$ cat config.mk
export PLATFORM = sky130hd
export DESIGN_NAME = bresenham_linedrawer
export DESIGN_NICKNAME = d
export VERILOG_FILES = /design/src/rtl/linedraw_pkg.sv /design/src/rtl/linedraw_step.sv /design/src/rtl/bresenham_linedrawer.sv
export SDC_FILE = /design/constraint.sdc
export NUM_CORES = 1
export LEC_CHECK = 0
export BUFFER_PORTS_ARGS = -buffer_cell sky130_fd_sc_hd__buf_2
export CORE_MARGIN = 3
export CORE_UTILIZATION = 50
export CTS_CLUSTER_SIZE = 28
export DETAILED_ROUTE_END_ITERATION = 10
export HOLD_SLACK_MARGIN = 0.08
export PLACE_DENSITY = 0.66
export SLEW_MARGIN = 40
export SYNTH_ARGS = -nofsm -noshare
export SYNTH_HDL_FRONTEND = slang
export SYNTH_SLANG_ARGS = --single-unit
$ cat constraint.sdc
create_clock -name clk -period 7.6 [get_ports clk]
set_input_delay 1.52 -clock clk [delete_from_list [all_inputs] [get_ports clk]]
set_output_delay 1.52 -clock clk [all_outputs]
set_load 0.05 [all_outputs]
$ cat src/rtl/linedraw_pkg.sv
// Shared types and constants for the Bresenham line rasteriser.
// Holds the FSM state encoding, the default coordinate width and the
// signed error-term width used by the top and the step datapath.
package linedraw_pkg;

    typedef enum logic [1:0] {
        IDLE,
        INIT,
        DRAW,
        DONE
    } state_t;

    localparam int COORD_W_DEF = 10;

    // Error terms need two extra bits: one for the sign and one because
    // dx + dy and the accumulated err can swing to about twice a coordinate.
    localparam int ERR_W = COORD_W_DEF + 2;

    function automatic int err_width(input int coord_w);
        return coord_w + 2;
    endfunction

endpackage

$ cat src/rtl/linedraw_step.sv
// One Bresenham step: given the current point and error term, produce the
// next point and error term. Purely combinational; sequencing lives in the top.
// sx/sy encode the step direction: 1 means +1, 0 means -1.
module linedraw_step
    import linedraw_pkg::*;
#(
    parameter int COORD_W = COORD_W_DEF,
    parameter int EW      = err_width(COORD_W)
) (
    input  logic [COORD_W-1:0]  x,
    input  logic [COORD_W-1:0]  y,
    input  logic signed [EW-1:0] err,
    input  logic signed [EW-1:0] dx,
    input  logic signed [EW-1:0] dy,
    input  logic                sx,
    input  logic                sy,
    output logic [COORD_W-1:0]  x_next,
    output logic [COORD_W-1:0]  y_next,
    output logic signed [EW-1:0] err_next
);

    logic signed [EW:0] e2;
    logic signed [EW:0] dx_ext;
    logic signed [EW:0] dy_ext;

    // Decide the x and y moves from e2 = 2*err; both may fire in one step.
    always_comb begin
        e2       = {err, 1'b0};
        dx_ext   = {dx[EW-1], dx};
        dy_ext   = {dy[EW-1], dy};
        x_next   = x;
        y_next   = y;
        err_next = err;
        if (e2 >= dy_ext) begin
            err_next = err_next + dy;
            x_next   = sx ? x + COORD_W'(1) : x - COORD_W'(1);
        end
        if (e2 <= dx_ext) begin
            err_next = err_next + dx;
            y_next   = sy ? y + COORD_W'(1) : y - COORD_W'(1);
        end
    end

endmodule

$ cat src/rtl/bresenham_linedrawer.sv
// Line rasteriser for the oscilloscope trace path. Walks every pixel of a
// segment (x0,y0)-(x1,y1) with integer Bresenham in all octants and hands
// each pixel to the framebuffer writer over a plot_px/plot_ready handshake.
// Optional build macro LINEDRAW_CLIP_EN: points outside H_RES x V_RES are
// stepped over without being presented.
module bresenham_linedrawer
    import linedraw_pkg::*;
#(
    parameter int COORD_W = COORD_W_DEF,
    parameter int H_RES   = 640,
    parameter int V_RES   = 480
) (
    input  logic               clk,
    input  logic               reset_n,
    input  logic               start,
    input  logic [COORD_W-1:0] x0,
    input  logic [COORD_W-1:0] y0,
    input  logic [COORD_W-1:0] x1,
    input  logic [COORD_W-1:0] y1,
    output logic               busy,
    output logic [COORD_W-1:0] h,
    output logic [COORD_W-1:0] v,
    output logic               plot_px,
    input  logic               plot_ready,
    output logic               done
);

    localparam int EW = err_width(COORD_W);

    state_t state;

    // Latched endpoints; h/v double as the current Bresenham point.
    logic [COORD_W-1:0]  xs;
    logic [COORD_W-1:0]  ys;
    logic [COORD_W-1:0]  xe;
    logic [COORD_W-1:0]  ye;
    logic signed [EW-1:0] err;
    logic signed [EW-1:0] dx;
    logic signed [EW-1:0] dy;
    logic                sx;
    logic                sy;

    logic [COORD_W-1:0]  abs_x;
    logic [COORD_W-1:0]  abs_y;
    logic signed [EW-1:0] init_dx;
    logic signed [EW-1:0] init_dy;

    logic [COORD_W-1:0]  nx;
    logic [COORD_W-1:0]  ny;
    logic signed [EW-1:0] nerr;

    logic at_end;
    logic advance;
    logic init_vis;
    logic next_vis;

    // Segment set-up terms derived from the latched endpoints.
    always_comb begin
        abs_x   = (xe >= xs) ? xe - xs : xs - xe;
        abs_y   = (ye >= ys) ? ye - ys : ys - ye;
        init_dx = {2'b00, abs_x};
        init_dy = EW'(0) - {2'b00, abs_y};
    end

    assign at_end = (h == xe) && (v == ye);

`ifdef LINEDRAW_CLIP_EN
    localparam logic [COORD_W:0] H_LIM = (COORD_W+1)'(H_RES);
    localparam logic [COORD_W:0] V_LIM = (COORD_W+1)'(V_RES);

    // In DRAW a low plot_px means the current point is clipped, so step on
    // without waiting for the writer.
    assign init_vis = ({1'b0, xs} < H_LIM) && ({1'b0, ys} < V_LIM);
    assign next_vis = ({1'b0, nx} < H_LIM) && ({1'b0, ny} < V_LIM);
    assign advance  = plot_ready || !plot_px;
`else
    assign init_vis = 1'b1;
    assign next_vis = 1'b1;
    assign advance  = plot_ready;
`endif

    linedraw_step #(
        .COORD_W (COORD_W),
        .EW      (EW)
    ) u_step (
        .x        (h),
        .y        (v),
        .err      (err),
        .dx       (dx),
        .dy       (dy),
        .sx       (sx),
        .sy       (sy),
        .x_next   (nx),
        .y_next   (ny),
        .err_next (nerr)
    );

    // Control FSM with registered outputs: latch, set up, walk, signal done.
    always_ff @(posedge clk or negedge reset_n) begin
        if (!reset_n) begin
            state   <= IDLE;
            h       <= '0;
            v       <= '0;
            plot_px <= 1'b0;
            done    <= 1'b0;
            busy    <= 1'b0;
            xs      <= '0;
            ys      <= '0;
            xe      <= '0;
            ye      <= '0;
            err     <= '0;
            dx      <= '0;
            dy      <= '0;
            sx      <= 1'b0;
            sy      <= 1'b0;
        end else begin
            case (state)
                IDLE: begin
                    done    <= 1'b0;
                    plot_px <= 1'b0;
                    if (start) begin
                        xs    <= x0;
                        ys    <= y0;
                        xe    <= x1;
                        ye    <= y1;
                        busy  <= 1'b1;
                        state <= INIT;
                    end
                end
                INIT: begin
                    dx      <= init_dx;
                    dy      <= init_dy;
                    err     <= init_dx + init_dy;
                    sx      <= (xs < xe);
                    sy      <= (ys < ye);
                    h       <= xs;
                    v       <= ys;
                    plot_px <= init_vis;
                    state   <= DRAW;
                end
                DRAW: begin
                    if (advance) begin
                        if (at_end) begin
                            plot_px <= 1'b0;
                            done    <= 1'b1;
                            state   <= DONE;
                        end else begin
                            h       <= nx;
                            v       <= ny;
                            err     <= nerr;
                            plot_px <= next_vis;
                        end
                    end
                end
                DONE: begin
                    done  <= 1'b0;
                    busy  <= 1'b0;
                    state <= IDLE;
                end
                default: begin
                    state <= IDLE;
                end
            endcase
        end
    end

endmodule
After elaboration in Yosys (flattened, before gate mapping)
Cells that the tools add are included.
W data, S select, Z words.
{"block": "classes", "eq_ne": 11, "n_reduce_logical": 15, "n_mux": 29, "addsub": 12, "order_cmp": 6}
{"operator": "$mux W10", "count": 10}
{"operator": "$mux W12", "count": 4}
{"operator": "$pmux W10 S2", "count": 2}
{"operator": "$sub A10 B10 Y10", "count": 4}
{"operator": "$add A12 B11 Y12", "count": 2}
{"operator": "$pmux W12 S2", "count": 1}
{"operator": "$add A10 B1 Y10 const B", "count": 2}
{"operator": "$eq A10 B10 Y1", "count": 2}
{"operator": "$ge A10 B10 Y1", "count": 2}
{"operator": "$lt A10 B10 Y1", "count": 2}
{"operator": "$sub A10 B1 Y10 const B", "count": 2}
{"operator": "$ge A13 B11 Y1", "count": 1}
{"operator": "$le A13 B11 Y1", "count": 1}
{"operator": "$add A11 B11 Y12", "count": 1}
{"operator": "$sub A1 B10 Y11 const A", "count": 1}
{"operator": "$reduce_and A3 Y1", "count": 3}
{"operator": "$ne A2 B2 Y1 const B", "count": 4}
{"operator": "$pmux W2 S4", "count": 1}
{"operator": "$reduce_and A4 Y1", "count": 2}
{"operator": "$mux W2", "count": 3}
{"operator": "$reduce_and A2 Y1", "count": 3}
{"operator": "$reduce_bool A2 Y1", "count": 3}
{"operator": "$mux W1", "count": 5}
{"operator": "$eq A2 B2 Y1 const B", "count": 2}
{"operator": "8 further kinds", "count": 10}
{"block": "word_totals", "inputBits": 44, "regBits": 100, "wordCells": 88}

Logic depth before layout (Yosys ltp)
{"block": "logic_depth", "depth_word": 7, "mapped_depth": 25, "mapped_depth_nobuf": 25}

Modules after synthesis
Synthesis repeated with hierarchy kept, for this count alone.
{"block": "hier_totals", "hier_cells": 1068, "hier_area_um2": 9730.6}
{"module": "bresenham_linedrawer", "cells_each": 713, "seq_area_each_um2": 2502.4, "n_inst": 1, "area_per_inst_um2": 6956.7}
{"module": "linedraw_step", "cells_each": 355, "seq_area_each_um2": 0.0, "n_inst": 1, "area_per_inst_um2": 2773.9}

Least setup slack after synthesis
OpenSTA, ideal clock, no wires.
{"block": "synth_path", "kind": "flip-flop to flip-flop", "startpoint": "register ye[0]", "endpoint": "register err[10]", "t_arrival_ns": 4.570, "path_slack_ns": 2.940, "setup_ns": 0.090, "period_less_slack_ns": 4.660, "path_stages_with_launch": 26, "n_path_buf": 0, "path_cell_list": "dfrtp_1 -> inv_1 -> ha_1 -> inv_1 -> fa_1 -> a211oi_2 -> nor3b_1 -> o31a_1 -> nor2_1 -> mux2i_1 -> ha_1 -> inv_1 -> nor3b_1 -> o21ai_0 -> a311oi_1 -> ha_1 -> inv_1 -> a21oi_1 -> o21ai_0 -> nand2b_1 -> a21o_1 -> a21o_1 -> nand3_1 -> nand2_1 -> xor2_1 -> o221ai_1"}
{"block": "synth_via", "elab_chain_cells": 5, "word_cells_on_any_way": 11, "cone_classes": "add/sub: 4; order compare: 1; eq/ne: 2; mux: 2; reduce/logical: 2"}
{"element": "start, declared", "line": "bresenham_linedrawer.sv:36", "text": "logic [COORD_W-1:0] ye;"}
{"element": "start signal, assigned", "line": "bresenham_linedrawer.sv:125", "text": "ye <= y1;"}
{"element": "$sub A10 B10 Y10 or $ge A10 B10 Y1 (tied branches)", "line": "bresenham_linedrawer.sv:60", "text": "abs_y = (ye >= ys) ? ye - ys : ys - ye;"}
{"element": "$mux W10 (*)", "line": "bresenham_linedrawer.sv:60"}
{"element": "$sub A1 B10 Y11 (*)", "line": "bresenham_linedrawer.sv:62", "text": "init_dy = EW'(0) - {2'b00, abs_y};"}
{"element": "named net init_dy[4]", "line": "bresenham_linedrawer.sv:46", "text": "logic signed [EW-1:0] init_dy;"}
{"element": "$add A11 B11 Y12 (*)", "line": "bresenham_linedrawer.sv:133", "text": "err <= init_dx + init_dy;"}
{"element": "$pmux W12 S2 (*)", "line": "bresenham_linedrawer.sv:117", "text": "case (state)"}
{"element": "end signal, assigned", "line": "bresenham_linedrawer.sv:133"}
{"element": "end signal, assigned", "line": "bresenham_linedrawer.sv:150", "text": "err <= nerr;"}
{"element": "end, declared", "line": "bresenham_linedrawer.sv:37", "text": "logic signed [EW-1:0] err;"}
The timed path passes the listed nets; every way through them passes the cells marked *.
A chain may end at the register's enable or synchronous reset.

Worst setup path after layout
Same ends and word-level chain as after synthesis.

==> run metrics <==
outcome finished clean; setup total negative slack 0 ns; count of boundary I/O pins 67; post-route minimum period 5.233 ns; main area contributors after synthesis sky130_fd_sc_hd__dfrtp_1 28%, sky130_fd_sc_hd__ha_1 16%, sky130_fd_sc_hd__mux2_2 6.7%; wire length of the first global-routing pass 36.25 mm; via count of the routed design 7160; endpoints failing setup 0; required time of the critical path 7.87 ns; total clock buffers created by CTS 9; CP endpoint kind flip-flop; Resized Gates After CTS 0; fraction of the cycle the final worst path needs 0.6886; dpl cell area 9610 um^2; number of nets still failing antenna checks after routing 0; CTS Root Buffer Type sky130_fd_sc_hd__clkbuf_16; count of flip-flops with a built-in enable after synthesis 0; clock insertion delay at the later pin of the skew report 0.36 ns; Inserted Diodes 0; nets@finish 1229; Clock H-tree levels 3; slew at the pin closest to its max-slew limit 0.8067 ns; buffer count from post-CTS setup fixing 0; setup skew after layout 0.01016 ns; half-perimeter wire length after placement 16.99 mm; final critical-path setup slack 2.367 ns; final hold slack 0.4949 ns; final max-slew violation count 0; Iteration-0 DRC Markers 331; library cell with the largest summed area after synthesis sky130_fd_sc_hd__dfrtp_1; Routed WL 21.62 mm; total of buffers placed on input and output ports 66; average wire per cell in the routed design 16.75 um; register-to-register setup slack 2.37 ns; final weighted congestion in routability-driven placement 0.9012; total number of clock tree sinks 100; vias in the first global route 7220; final-layout fill cell count 1652; CP Max Fanout 8; std cell rows 48; pre-CTS setup slack 2.368 ns; Synth warnings 0; Congestion Overflow GR 0; net count after synthesis 1178; share of the synthesized area in the top cell type 0.2759; relative max-transition margin 0.4616; #FFs+latches synth 100; Max Freq 191.1 MHz; Die Span X 140.7 um; count leader, synth sky130_fd_sc_hd__ha_1; Cell Area, Synth 9070 um^2; clock tree from TritonCTS built; cells after synthesis 1011; largest net degree at the start of global routing 53; layout overhead on the synthesized area 9.229%; Post-route DRC 0; number of buffers on the longest clock path 2; main flop type after synthesis sky130_fd_sc_hd__dfrtp_1; Maximum Capacitance Violations 0; critical path class flip-flop to flip-flop; clock-pin transition on the worst setup and hold timing paths 0.08 ns; sequential element share of the synthesized area 0.2759; die outline area 19790 um^2; endpoint arrival time on the critical path 5.50 ns; initial cell density of the core 0.5172; Avg Cell Area, Syn 8.971 um^2; Final Hold Fails 0; initial antenna violation count 0; Layout Cell Area excl Fill 9907 um^2; Die Ht 140.7 um; number of distinct standard cells referenced by the synthesized netlist 73; mean number of vias per cell 5.546; Std-Cell Core Area 17540 um^2; Hold Path Class flip-flop to flip-flop; overall fraction of global-route tracks in use 0.2263; Post-CTS Hold Fix Bufs 0; RSZ-0062 raised after global routing false; category of the worst setup path launch point flip-flop; commonest cells in the synthesized netlist 114 x sky130_fd_sc_hd__ha_1, 103 x sky130_fd_sc_hd__inv_1, 100 x sky130_fd_sc_hd__dfrtp_1; ys async rst share 1.000; detailed-routing iteration count for the pre-antenna-repair pass 4; layout cells sized above 1 0.1510
-- final cells by class --
type                            instances  area (um^2)  area share
Multi-Input combinational cell        775         6055      0.6111
Tap cell                              225        281.5     0.02842
Timing Repair Buffer                   73        385.4     0.03890
Inverter                              103        386.6     0.03903
Sequential cell                       100         2502      0.2526
Clock buffer                            9        225.2     0.02273
Clock inverter                          6        71.32    0.007199
-- sequential cells by signal, summed over array words and instances, names as in the netlist, 10 cells and up --
signal and flops:
dx 10, dy 11, xe 10, h 10
xs 10, err 12, ys 10, ye 10
v 10
-- cell families (layout without fill, tap and decap cells) --
group                    count (synthesis)  in the layout  synth area share
AND/OR/NAND/NOR                        212            212            0.1105
adder cells (fa/ha/maj)                123            123            0.1771
AO/OA/AOI/OAI                          266            266            0.1875
buffers and inverters                  136            191           0.05835
XOR/XNOR                                86             86           0.08553
multiplexers                            88             88            0.1051
flip-flops                             100            100            0.2759
-- cell usage in the layout (no fill, tap or decap), types with 4 or more instances in the layout --
| cell | n |
|---|---|
| sky130_fd_sc_hd__ha_1 | 113 |
| sky130_fd_sc_hd__inv_1 | 103 |
| sky130_fd_sc_hd__dfrtp_1 | 100 |
| sky130_fd_sc_hd__a21oi_1 | 95 |
| sky130_fd_sc_hd__nor2_1 | 72 |
| sky130_fd_sc_hd__buf_2 | 65 |
| sky130_fd_sc_hd__nand2_1 | 61 |
| sky130_fd_sc_hd__o21ai_0 | 56 |
| sky130_fd_sc_hd__xnor2_1 | 56 |
| sky130_fd_sc_hd__mux2_2 | 54 |
| sky130_fd_sc_hd__mux2i_1 | 33 |
| sky130_fd_sc_hd__a21o_1 | 29 |
| sky130_fd_sc_hd__xor2_1 | 28 |
| sky130_fd_sc_hd__o21bai_1 | 16 |
| sky130_fd_sc_hd__nand3_1 | 15 |
| sky130_fd_sc_hd__nand2b_1 | 11 |
| sky130_fd_sc_hd__nor2b_1 | 10 |
| sky130_fd_sc_hd__o21a_1 | 9 |
| sky130_fd_sc_hd__fa_1 | 9 |
| sky130_fd_sc_hd__clkbuf_16 | 9 |
| sky130_fd_sc_hd__nand4_1 | 8 |
| sky130_fd_sc_hd__buf_4 | 8 |
| sky130_fd_sc_hd__nor3_1 | 7 |
| sky130_fd_sc_hd__o211ai_1 | 7 |
| sky130_fd_sc_hd__o22ai_1 | 5 |
| sky130_fd_sc_hd__a31oi_1 | 5 |
| sky130_fd_sc_hd__nor4_1 | 5 |
| sky130_fd_sc_hd__nand3b_1 | 4 |
-- critical path, stage by stage, from the launching register on --
cell and delay (ns):
sky130_fd_sc_hd__dfrtp_1 0.42, sky130_fd_sc_hd__inv_1 0.07, sky130_fd_sc_hd__ha_1 0.16, sky130_fd_sc_hd__inv_1 0.07, sky130_fd_sc_hd__fa_1 0.43, sky130_fd_sc_hd__a211oi_2 0.24, sky130_fd_sc_hd__nor3b_1 0.14, sky130_fd_sc_hd__o31a_1 0.28
sky130_fd_sc_hd__nor2_1 0.47, sky130_fd_sc_hd__mux2i_1 0.26, sky130_fd_sc_hd__ha_1 0.20, sky130_fd_sc_hd__inv_1 0.06, sky130_fd_sc_hd__nor3b_1 0.26, sky130_fd_sc_hd__o21ai_0 0.13, sky130_fd_sc_hd__a311oi_1 0.41, sky130_fd_sc_hd__ha_1 0.30
sky130_fd_sc_hd__inv_1 0.08, sky130_fd_sc_hd__a21oi_1 0.05, sky130_fd_sc_hd__o21ai_0 0.15, sky130_fd_sc_hd__nand2b_1 0.10, sky130_fd_sc_hd__a21o_1 0.19, sky130_fd_sc_hd__a21o_1 0.19, sky130_fd_sc_hd__nand3_1 0.08, sky130_fd_sc_hd__nand2_1 0.06
sky130_fd_sc_hd__xor2_1 0.14, sky130_fd_sc_hd__o221ai_1 0.21
-- routing by layer --
layer / wire, um / GRT usage / vias up
met5: 0 / 0 / -
met1: 10710 / 0.3199 / 3399
met3: 745 / 0.03426 / 17
met4: 286 / 0.04640 / 0
met2: 9878 / 0.3710 / 111
li1: - / - / 3633
-- metrics by stage --
step / instances / util
floorplan: 1011 / -
global placement: 1276 / 0.5474
CTS: 1291 / 0.5649
finish: 1291 / 0.5649
global route: 1291 / 0.5649
detailed placement: 1276 / 0.5480
-- final timing paths --
| check | from | endpoint | depth (start not counted) |
|---|---|---|---|
| max | ye[0]$_DFFE_PN0P_ | err[10]$_DFFE_PN0P_ | 25 |
| min reg2reg | done$_DFFE_PN0P_ | done$_DFFE_PN0P_ | 1 |
| max in group asynchronous | reset_n | v[6]$_DFFE_PN0P_ | 2 |
| min in group asynchronous | reset_n | dy[9]$_DFFE_PN0P_ | 1 |
| max reg2reg | ye[0]$_DFFE_PN0P_ | err[10]$_DFFE_PN0P_ | 25 |
| min | done$_DFFE_PN0P_ | done$_DFFE_PN0P_ | 1 |
Power is left out: the tool's default activity adds up to more than one toggle a clock period on the data nets, which glitch-free logic cannot reach.
